### config.mk
export PLATFORM = sky130hd
export DESIGN_NAME = ob_pair_driver_flat
export DESIGN_NICKNAME = d
export VERILOG_FILES = /design/src/rtl/ob_pair_driver_if.sv /design/src/rtl/ob_pair_driver.sv /design/src/flat_wrapper.sv
export SDC_FILE = /design/constraint.sdc
export NUM_CORES = 1
export LEC_CHECK = 0
export CORE_ASPECT_RATIO = 0.7
export CORE_MARGIN = 2
export CORE_UTILIZATION = 55
export CTS_BUF_LIST = sky130_fd_sc_hd__clkbuf_4 sky130_fd_sc_hd__clkbuf_8
export CTS_CLUSTER_DIAMETER = 120
export DETAILED_ROUTE_END_ITERATION = 8
export PLACE_DENSITY = 0.8
export SLEW_MARGIN = 20
export SYNTH_ARGS = -nofsm -noshare
export SYNTH_HDL_FRONTEND = slang
export SYNTH_SLANG_ARGS = --single-unit
### constraint.sdc
create_clock -name CLK -period 3.4 [get_ports CLK]
set_input_delay 0.68 -clock CLK [delete_from_list [all_inputs] [get_ports CLK]]
set_output_delay 0.68 -clock CLK [all_outputs]
set_load 0.01 [all_outputs]
### src/rtl/ob_pair_driver_if.sv
// ob_pair_driver_if
//   Bundles the stimulus/response and result signals between the OB pair
//   driver/checker and its surroundings (circuit pair plus reporting logic).
//   master : the driver/checker (drives I and the verdict, reads the CUT outputs)
//   slave  : the wrapper side (drives start/num_vec and the CUT outputs)
//   Signals:
//     start, num_vec          run request and number of compared vectors
//     I                       stimulus to both CUTs
//     a_O, b_O                outputs of CUT A and CUT B
//     busy, done, pass        run status and verdict
//     mism_cnt                count of mismatching compared vectors (saturating)
//     first_fail_idx/_I/_a/_b snapshot of the first mismatching vector
`timescale 1ns/1ps
interface ob_pair_driver_if #(
    parameter int N_IN  = 2,
    parameter int N_OUT = 2
);
    logic              start;
    logic [15:0]       num_vec;
    logic [N_IN-1:0]   I;
    logic [N_OUT-1:0]  a_O;
    logic [N_OUT-1:0]  b_O;
    logic              busy;
    logic              done;
    logic              pass;
    logic [15:0]       mism_cnt;
    logic [15:0]       first_fail_idx;
    logic [N_IN-1:0]   first_fail_I;
    logic [N_OUT-1:0]  first_fail_a;
    logic [N_OUT-1:0]  first_fail_b;

    modport master (
        input  start, num_vec, a_O, b_O,
        output I, busy, done, pass, mism_cnt,
               first_fail_idx, first_fail_I, first_fail_a, first_fail_b
    );

    modport slave (
        output start, num_vec, a_O, b_O,
        input  I, busy, done, pass, mism_cnt,
               first_fail_idx, first_fail_I, first_fail_a, first_fail_b
    );
endinterface

### src/rtl/ob_pair_driver.sv
// ob_pair_driver
//   Drives LFSR-generated vectors onto the shared inputs of two circuits under
//   test and compares their outputs every cycle. The first WARMUP vectors are
//   applied without comparison; the following num_vec vectors are compared.
//   Reports pass/fail, a saturating mismatch count and the first failing vector.
//   Ports:
//     CLK    clock, rising edge
//     RST_N  asynchronous active-low reset
//     bus    ob_pair_driver_if.master (start/num_vec in, I out, a_O/b_O in,
//            busy/done/pass/mism_cnt/first_fail_* out)
`timescale 1ns/1ps
module ob_pair_driver #(
    parameter int          N_IN   = 2,
    parameter int          N_OUT  = 2,
    parameter logic [15:0] SEED   = 16'hACE1,
    parameter int          WARMUP = 1
) (
    input  logic              CLK,
    input  logic              RST_N,
    ob_pair_driver_if.master  bus
);
    typedef enum logic [1:0] {IDLE, WARM, RUN, DONE} state_t;

    // An all-zero LFSR would lock up, so a zero seed is replaced.
    localparam logic [15:0] SEED_EFF  = (SEED == 16'h0000) ? 16'h0001 : SEED;
    localparam logic [15:0] WARM_LAST = (WARMUP > 0) ? 16'(WARMUP - 1) : '0;

    state_t            state;
    logic [15:0]       lfsr;
    logic [15:0]       vec_cnt;
    logic [15:0]       num_vec_r;
    logic              busy_r;
    logic              done_r;
    logic              pass_r;
    logic [15:0]       mism_cnt_r;
    logic [15:0]       ff_idx_r;
    logic [N_IN-1:0]   ff_i_r;
    logic [N_OUT-1:0]  ff_a_r;
    logic [N_OUT-1:0]  ff_b_r;

    logic [15:0]       lfsr_next;
    logic              mism;

    // x^16+x^14+x^13+x^11+1, Fibonacci form shifting right.
    assign lfsr_next = {lfsr[0] ^ lfsr[2] ^ lfsr[3] ^ lfsr[5], lfsr[15:1]};
    assign mism      = (bus.a_O != bus.b_O);

    always_ff @(posedge CLK or negedge RST_N) begin
        if (!RST_N) begin
            state      <= IDLE;
            lfsr       <= SEED_EFF;
            vec_cnt    <= '0;
            num_vec_r  <= '0;
            busy_r     <= 1'b0;
            done_r     <= 1'b0;
            pass_r     <= 1'b0;
            mism_cnt_r <= '0;
            ff_idx_r   <= '0;
            ff_i_r     <= '0;
            ff_a_r     <= '0;
            ff_b_r     <= '0;
        end else begin
            case (state)
                IDLE, DONE: begin
                    if (bus.start) begin
                        lfsr       <= SEED_EFF;
                        vec_cnt    <= '0;
                        num_vec_r  <= bus.num_vec;
                        mism_cnt_r <= '0;
                        ff_idx_r   <= '0;
                        ff_i_r     <= '0;
                        ff_a_r     <= '0;
                        ff_b_r     <= '0;
                        if (bus.num_vec == 16'd0) begin
                            state  <= DONE;
                            busy_r <= 1'b0;
                            done_r <= 1'b1;
                            pass_r <= 1'b1;
                        end else begin
                            state  <= (WARMUP == 0) ? RUN : WARM;
                            busy_r <= 1'b1;
                            done_r <= 1'b0;
                            pass_r <= 1'b0;
                        end
                    end
                end
                WARM: begin
                    lfsr <= lfsr_next;
                    if (vec_cnt == WARM_LAST) begin
                        vec_cnt <= '0;
                        state   <= RUN;
                    end else begin
                        vec_cnt <= vec_cnt + 16'd1;
                    end
                end
                RUN: begin
                    lfsr <= lfsr_next;
                    if (mism) begin
                        if (mism_cnt_r != 16'hFFFF)
                            mism_cnt_r <= mism_cnt_r + 16'd1;
                        // Count never wraps back to zero, so zero means "no capture yet".
                        if (mism_cnt_r == 16'd0) begin
                            ff_idx_r <= vec_cnt;
                            ff_i_r   <= bus.I;
                            ff_a_r   <= bus.a_O;
                            ff_b_r   <= bus.b_O;
                        end
                    end
                    if (vec_cnt == num_vec_r - 16'd1) begin
                        state  <= DONE;
                        busy_r <= 1'b0;
                        done_r <= 1'b1;
                        // Include the final vector's own compare in the verdict.
                        pass_r <= (mism_cnt_r == 16'd0) && !mism;
                    end else begin
                        vec_cnt <= vec_cnt + 16'd1;
                    end
                end
                default: state <= IDLE;
            endcase
        end
    end

    assign bus.I              = busy_r ? lfsr[N_IN-1:0] : '0;
    assign bus.busy           = busy_r;
    assign bus.done           = done_r;
    assign bus.pass           = pass_r;
    assign bus.mism_cnt       = mism_cnt_r;
    assign bus.first_fail_idx = ff_idx_r;
    assign bus.first_fail_I   = ff_i_r;
    assign bus.first_fail_a   = ff_a_r;
    assign bus.first_fail_b   = ff_b_r;
endmodule

### src/flat_wrapper.sv
// flat-port wrapper written by rule: the top's interface ports become plain ports
module ob_pair_driver_flat 
#(
    parameter int          N_IN   = 2,
    parameter int          N_OUT  = 2,
    parameter logic [15:0] SEED   = 16'hACE1,
    parameter int          WARMUP = 1
)
  (CLK, RST_N, bus_start, bus_num_vec, bus_a_O, bus_b_O, bus_I, bus_busy, bus_done, bus_pass, bus_mism_cnt, bus_first_fail_idx, bus_first_fail_I, bus_first_fail_a, bus_first_fail_b);
  ob_pair_driver_if #(.N_IN(N_IN), .N_OUT(N_OUT)) bus_i ();
  input  logic CLK;
  input  logic RST_N;
  input wire logic [$bits(bus_i.start)-1:0] bus_start;
  input wire logic [$bits(bus_i.num_vec)-1:0] bus_num_vec;
  input wire logic [$bits(bus_i.a_O)-1:0] bus_a_O;
  input wire logic [$bits(bus_i.b_O)-1:0] bus_b_O;
  output wire logic [$bits(bus_i.I)-1:0] bus_I;
  output wire logic [$bits(bus_i.busy)-1:0] bus_busy;
  output wire logic [$bits(bus_i.done)-1:0] bus_done;
  output wire logic [$bits(bus_i.pass)-1:0] bus_pass;
  output wire logic [$bits(bus_i.mism_cnt)-1:0] bus_mism_cnt;
  output wire logic [$bits(bus_i.first_fail_idx)-1:0] bus_first_fail_idx;
  output wire logic [$bits(bus_i.first_fail_I)-1:0] bus_first_fail_I;
  output wire logic [$bits(bus_i.first_fail_a)-1:0] bus_first_fail_a;
  output wire logic [$bits(bus_i.first_fail_b)-1:0] bus_first_fail_b;
  assign bus_i.start = bus_start;
  assign bus_i.num_vec = bus_num_vec;
  assign bus_i.a_O = bus_a_O;
  assign bus_i.b_O = bus_b_O;
  assign bus_I = bus_i.I;
  assign bus_busy = bus_i.busy;
  assign bus_done = bus_i.done;
  assign bus_pass = bus_i.pass;
  assign bus_mism_cnt = bus_i.mism_cnt;
  assign bus_first_fail_idx = bus_i.first_fail_idx;
  assign bus_first_fail_I = bus_i.first_fail_I;
  assign bus_first_fail_a = bus_i.first_fail_a;
  assign bus_first_fail_b = bus_i.first_fail_b;
  ob_pair_driver #(.N_IN(N_IN), .N_OUT(N_OUT), .SEED(SEED), .WARMUP(WARMUP)) u_core (.CLK(CLK), .RST_N(RST_N), .bus(bus_i));
endmodule
==> flow_summary.ini, run 1 <==
[run_status]
status = finished, final reports clean

[die]
start_util_pct = 57.56
die-area_mm2 = 0.009808
num_io_pins = 66
die_w_um = 117.5
core_mm2 = 0.008618
die_h_um = 83.46
rows = 28

[global_routing]
grt-ovfl-total = 0
antenna_found_initial = 0
grt_use_met1_pct = 37.78
grt_max_degree = 89
met2_usage_pct = 37.43
track_usage_pct = 25.60
first_global_vias = 4048
met3_usage_pct = 5.533
grt_pass1_wl_mm = 20.44
grt.busiest_layer = met1

[placement]
dpl.hpwl_mm = 8.748
postPlaceCellArea_mm2 = 0.005761
port_buffers = 65
routabilityCongestion = 0.8709
place_ws_ns = 0.4067

[cts]
clockRootBuffer = clkbuf_8
post_cts_resized = 0
cts_buffers = 9
postCtsHoldBufs = 0
tritoncts = done
h-tree-depth = 3
cts_setup_buffers = 0
clock_sinks = 91
clock_latency_ns = 0.37
path_clk_slew_ns = 0.10
cts.path.max_buffers = 2

[synthesis]
synth-seq-cells = 91
syn_inst = 532
yosysSeqAreaShare_pct = 46.10
syn_area_per_cell_um2 = 9.325
yosys_warnings = 0
synth.largest_area_cell = dfrtp_1
synth-async-reset-ratio_pct = 100.0
synth_top_area_share_pct = 41.87
netlist_top_cells_count = dfrtp_1 (83), nand2_1 (60), nor2_1 (40)
syn_nets = 563
syn_area_mm2 = 0.004961
synth.most_common_cell = dfrtp_1
yosysUniqueCellTypes = 55
synth.area.top_cells = dfrtp_1 (42%), nand2_1 (4.5%), dfstp_2 (4.2%), mux2_2 (3.9%), nand3_1 (3.1%)
synth_ff_type = dfrtp_1
synth_edf_count = 0

[setup_path]
crit_type = flop to flop
slowest_stage = o32a_1
r2r_start = u_core.num_vec_r[0]
crit_arrival_ns = 3.32
path_cells = inv_1 -> ha_1 -> or4b_1 -> or3_1 -> o21bai_1 -> a31oi_1 -> nand3b_1 -> o32a_1 -> o221ai_1
cp_max_fo = 16
rr_endpoint = u_core.vec_cnt[13]
crit_buf_inv = 1
critPathCaptureType = flop
r2r_setup_slack_ns = 0.37
critPathMaxStageDelay_ns = 0.54
worstSetupStartpointType = flop
required_ns = 3.69
path_delay_family = compound AO/OA/AOI/OAI gates
reg2reg_depth = 9

[power_and_ir_drop]
irDropWorstVdd_v = 0.0005188
leakage_uw = 0.002364
power_uw = 4435
powerDensity_mw_per_mm2 = 742.4

[route]
ant_nets = 0
first_iter_violations = 359
wl_per_cell_um = 16.98
drc = 0
drt-vias-per-instance = 5.974
vias = 4301
first_pass_iters = 5
wl_mm = 12.23

[layout]
drive_gt1_share_pct = 10.00
finalNetCount = 626
final_area_mm2 = 0.005974
antenna-diode-count = 0
area_growth_syn_to_layout_pct = 20.43

[timing]
relSlewSlack_pct = 46.40
drv_slew = 0
hold_viol = 0
fin_crit_sh_pct = 89.12
setup_viol = 0
grt_setup_unrepaired = false
tightest_slew_ns = 0.8040
fmax_mhz = 330.0
tns_ns = 0
fin_ws_ns = 0.3700
fin_skew_ns = 0.009146
fin_crit_ns = 3.030

[hold_path]
hold_path.class = input port to asynchronous set/reset pin

[job]
maxCapViolCount = 0
per-stage QoR:
step / std cells / hold slack (ns) / util (%)
4_1_cts: 720 / 0.4863 / 69.28
5_1_grt: 720 / 0.4236 / 69.32
3_5_place_dp: 704 / 0.4679 / 66.84
6_report: 720 / 0.3314 / 69.32
2_1_floorplan: 532 / 0.3844 / -
3_3_place_gp: 704 / 0.4603 / 66.84
logic make-up (layout without fill, tap and decap cells):
| group | Yosys count | count (layout) | synth area share [%] |
|---|---|---|---|
| xor+xnor | 31 | 31 | 5.473 |
| flops | 91 | 91 | 46.10 |
| fa+ha+maj | 8 | 8 | 2.018 |
| mux | 21 | 21 | 4.666 |
| compound gates | 101 | 101 | 14.63 |
| buf+inv | 60 | 128 | 4.741 |
| simple gates | 220 | 220 | 22.37 |
flip-flops by register name, indices dropped and copies added, names as in the netlist:
signal	cells
u_core.num_vec_r	16
u_core.vec_cnt	16
u_core.bus.first_fail_b	2
u_core.bus.first_fail_I	2
u_core.lfsr	16
u_core.bus.first_fail_idx	16
u_core.bus.mism_cnt	16
u_core.bus.done	1
u_core.bus.first_fail_a	2
u_core.state	2
u_core.bus.busy	1
u_core.bus.pass	1
cells in the final DEF (no fill, tap or decap), types with 3 or more instances in the layout:
master and instances:
dfrtp_1 83, clkdlybuf4s50_1 64, nand2_1 60, nor2_1 40, nand3_1 31, inv_1 30, a21oi_1 18, mux2_2 17
o21ai_0 16, xor2_1 16, o31ai_1 16, buf_4 16, or3_1 15, xnor2_1 15, nor3_1 15, o221ai_1 15
nand4_1 12, nor4_1 12, clkbuf_8 11, o2bb2ai_1 9, ha_1 8, dfstp_2 8, and3_1 6, nand3b_1 5
nand4b_1 5, and2_1 4, mux2i_1 4, nand2b_1 4, a31oi_1 3, nor3b_1 3, a211o_1 3, o211ai_1 3
worst max path at each step:
stage | startpoint | to | slack, ns | cells after the start
2_1_floorplan | u_core.num_vec_r[0] | u_core.vec_cnt[9] | 0.60 | 11
3_3_place_gp | u_core.num_vec_r[0] | u_core.vec_cnt[15] | 0.50 | 9
3_5_place_dp | u_core.num_vec_r[0] | u_core.vec_cnt[3] | 0.41 | 9
4_1_cts | u_core.num_vec_r[0] | u_core.vec_cnt[5] | 0.38 | 9
5_1_grt | u_core.num_vec_r[0] | u_core.vec_cnt[4] | 0.13 | 9
6_report | u_core.num_vec_r[0] | u_core.vec_cnt[13] | 0.37 | 9
power breakdown:
| group | internal [uW] | switching (uW) |
|---|---|---|
| clock network | 381 | 403 |
| registers | 1390 | 305 |
| logic | 847 | 1110 |
layout make-up:
cell class | instances | area (um2)
Multi-Input combinational cell | 381 | 2439
Clock buffer | 11 | 151.4
Fill cell | 696 | 2644
Sequential cell | 91 | 2287
Inverter | 31 | 116.4
Clock inverter | 5 | 58.81
Tap cell | 120 | 150.1
Timing Repair Buffer | 81 | 772.0
per-layer routing:
| metal | vias to the layer above | wire (um) | share of wire (%) |
|---|---|---|---|
| met5 | - | 0 | 0 |
| met4 | 0 | 198 | 1.6 |
| met3 | 23 | 775 | 6.3 |
| met2 | 153 | 5322 | 44 |
| met1 | 2073 | 5932 | 49 |
| li1 | 2052 | - | - |
Power figures use the tool's default switching activity.
==> inputs of run 2 (changes only) <==
--- a/config.mk
+++ b/config.mk
@@ -7,11 +7,10 @@
 export LEC_CHECK = 0
 export CORE_ASPECT_RATIO = 0.7
 export CORE_MARGIN = 2
-export CORE_UTILIZATION = 55
+export CORE_UTILIZATION = 25
 export CTS_BUF_LIST = sky130_fd_sc_hd__clkbuf_4 sky130_fd_sc_hd__clkbuf_8
 export CTS_CLUSTER_DIAMETER = 120
 export DETAILED_ROUTE_END_ITERATION = 8
-export PLACE_DENSITY = 0.8
 export SLEW_MARGIN = 20
 export SYNTH_ARGS = -nofsm -noshare
 export SYNTH_HDL_FRONTEND = slang
==> flow_summary.ini, run 2 (synthesis results as in run 1) <==
[run_status]
status = finished, final reports clean

[timing]
fin_crit_sh_pct = 89.89
drv_slew = 0
relSlewSlack_pct = 52.25
tightest_slew_ns = 0.7152
tns_ns = 0
fin_crit_ns = 3.056
hold_viol = 0
setup_viol = 0
grt_setup_unrepaired = false
fin_skew_ns = 0.01905
fmax_mhz = 327.2

[die]
core_mm2 = 0.01964
start_util_pct = 25.26
rows = 43
die-area_mm2 = 0.02101
die_h_um = 121.9
num_io_pins = 66
die_w_um = 172.4

[setup_path]
reg2reg_depth = 9
crit_type = flop to flop
cp_max_fo = 16
required_ns = 3.70
worstSetupStartpointType = flop
critPathCaptureType = flop
crit_arrival_ns = 3.36

[layout]
layout_common_cells = dfrtp_1 (83), clkdlybuf4s50_1 (64), nand2_1 (60)
finalNetCount = 628
final_area_mm2 = 0.006163
area_growth_syn_to_layout_pct = 24.24
final_common_cell = dfrtp_1
drive_gt1_share_pct = 10.30
antenna-diode-count = 0

[cts]
tritoncts = done
h-tree-depth = 3
clock_latency_ns = 0.39
cts.path.max_buffers = 2
path_clk_slew_ns = 0.11
postCtsHoldBufs = 0
cts_setup_buffers = 0
cts_buffers = 9
post_cts_resized = 0
clock_sinks = 91
clockRootBuffer = clkbuf_8

[global_routing]
grt_pass1_wl_mm = 21.29
track_usage_pct = 13.05
antenna_found_initial = 0
grt-ovfl-total = 0
grt_max_degree = 51
first_global_vias = 3767

[route]
wl_mm = 13.20
first_iter_violations = 353
ant_nets = 0
drc = 0
first_pass_iters = 5
vias = 4318
wl_per_cell_um = 15.14
drt-vias-per-instance = 4.952

[placement]
postPlaceCellArea_mm2 = 0.005976
dpl.hpwl_mm = 9.661
port_buffers = 65
routabilityCongestion = 0.7882

[hold_path]
hold_path.class = input port to asynchronous set/reset pin

[power_and_ir_drop]
irDropWorstVdd_v = 0.0002854
leakage_uw = 0.002367
powerDensity_mw_per_mm2 = 715.4

[job]
maxCapViolCount = 0
[run 2: changes by cell type in the layout (fill, tap and decap cells not counted), sizes merged]
cell / delta
clkinv: -1
buf: +2
inv: +4
bufinv: -1
clkbuf: -2
[run 2: critical path: stages, from the launching register on]
cell	delay [ns]
dfrtp_1	0.46
inv_1	0.09
ha_1	0.26
or4b_1	0.50
or3_1	0.35
o21bai_1	0.17
a31oi_1	0.20
nand3b_1	0.12
o32a_1	0.55
o221ai_1	0.29
[run 2: where the power goes]
| group | switching [uW] | internal, uW | total (uW) |
|---|---|---|---|
| clock | 456 | 284 | 740 |
| combinational | 1110 | 853 | 1960 |
| sequential | 315 | 1390 | 1700 |
[run 2: layout make-up]
class                      count  area [um2]
fill                        2081       13470
clock buffer                   9       123.9
clock inverter                 7       63.81
inverter                      31       116.4
timing repair buffer          83       795.8
sequential                    91        2287
tap                          270       337.8
multi-input combinational    381        2439
[run 2: stage by stage]
| step | util (%) | cells | total power, uW | setup slack (ns) | hold WS, ns |
|---|---|---|---|---|---|
| 2_1_floorplan | - | 532 | 3025 | 0.5969 | 0.3844 |
| 3_3_place_gp | 30.43 | 856 | 3670 | 0.4647 | 0.4608 |
| 3_5_place_dp | 30.43 | 856 | 3699 | 0.3562 | 0.4664 |
| 4_1_cts | 31.39 | 872 | 4455 | 0.3700 | 0.3373 |
| 5_1_grt | 31.39 | 872 | 4768 | 0.1408 | 0.3639 |
| 6_report | 31.39 | 872 | 4409 | 0.3436 | 0.3288 |
[run 2: layer usage]
| layer | GRT usage [%] | routed length, um | vias to the layer above |
|---|---|---|---|
| li1 | - | - | 2072 |
| met4 | 2.679 | 109 | 0 |
| met3 | 3.444 | 1039 | 12 |
| met1 | 21.57 | 7238 | 2093 |
| met5 | 0 | 0 | - |
| met2 | 16.25 | 4816 | 141 |
[run 2: path summary, 6_finish.rpt]
path / start / end / slack (ns)
setup / recovery: u_core.num_vec_r[0] / u_core.vec_cnt[7] / 0.34
hold / removal: RST_N / u_core.num_vec_r[1] / 0.33
setup reg to reg: u_core.num_vec_r[0] / u_core.vec_cnt[7] / 0.34
max in group asynchronous: RST_N / u_core.bus.mism_cnt[9] / 2.40
hold reg to reg: u_core.bus.first_fail_idx[6] / u_core.bus.first_fail_idx[6] / 0.49
min in group CLK: u_core.bus.first_fail_idx[6] / u_core.bus.first_fail_idx[6] / 0.49
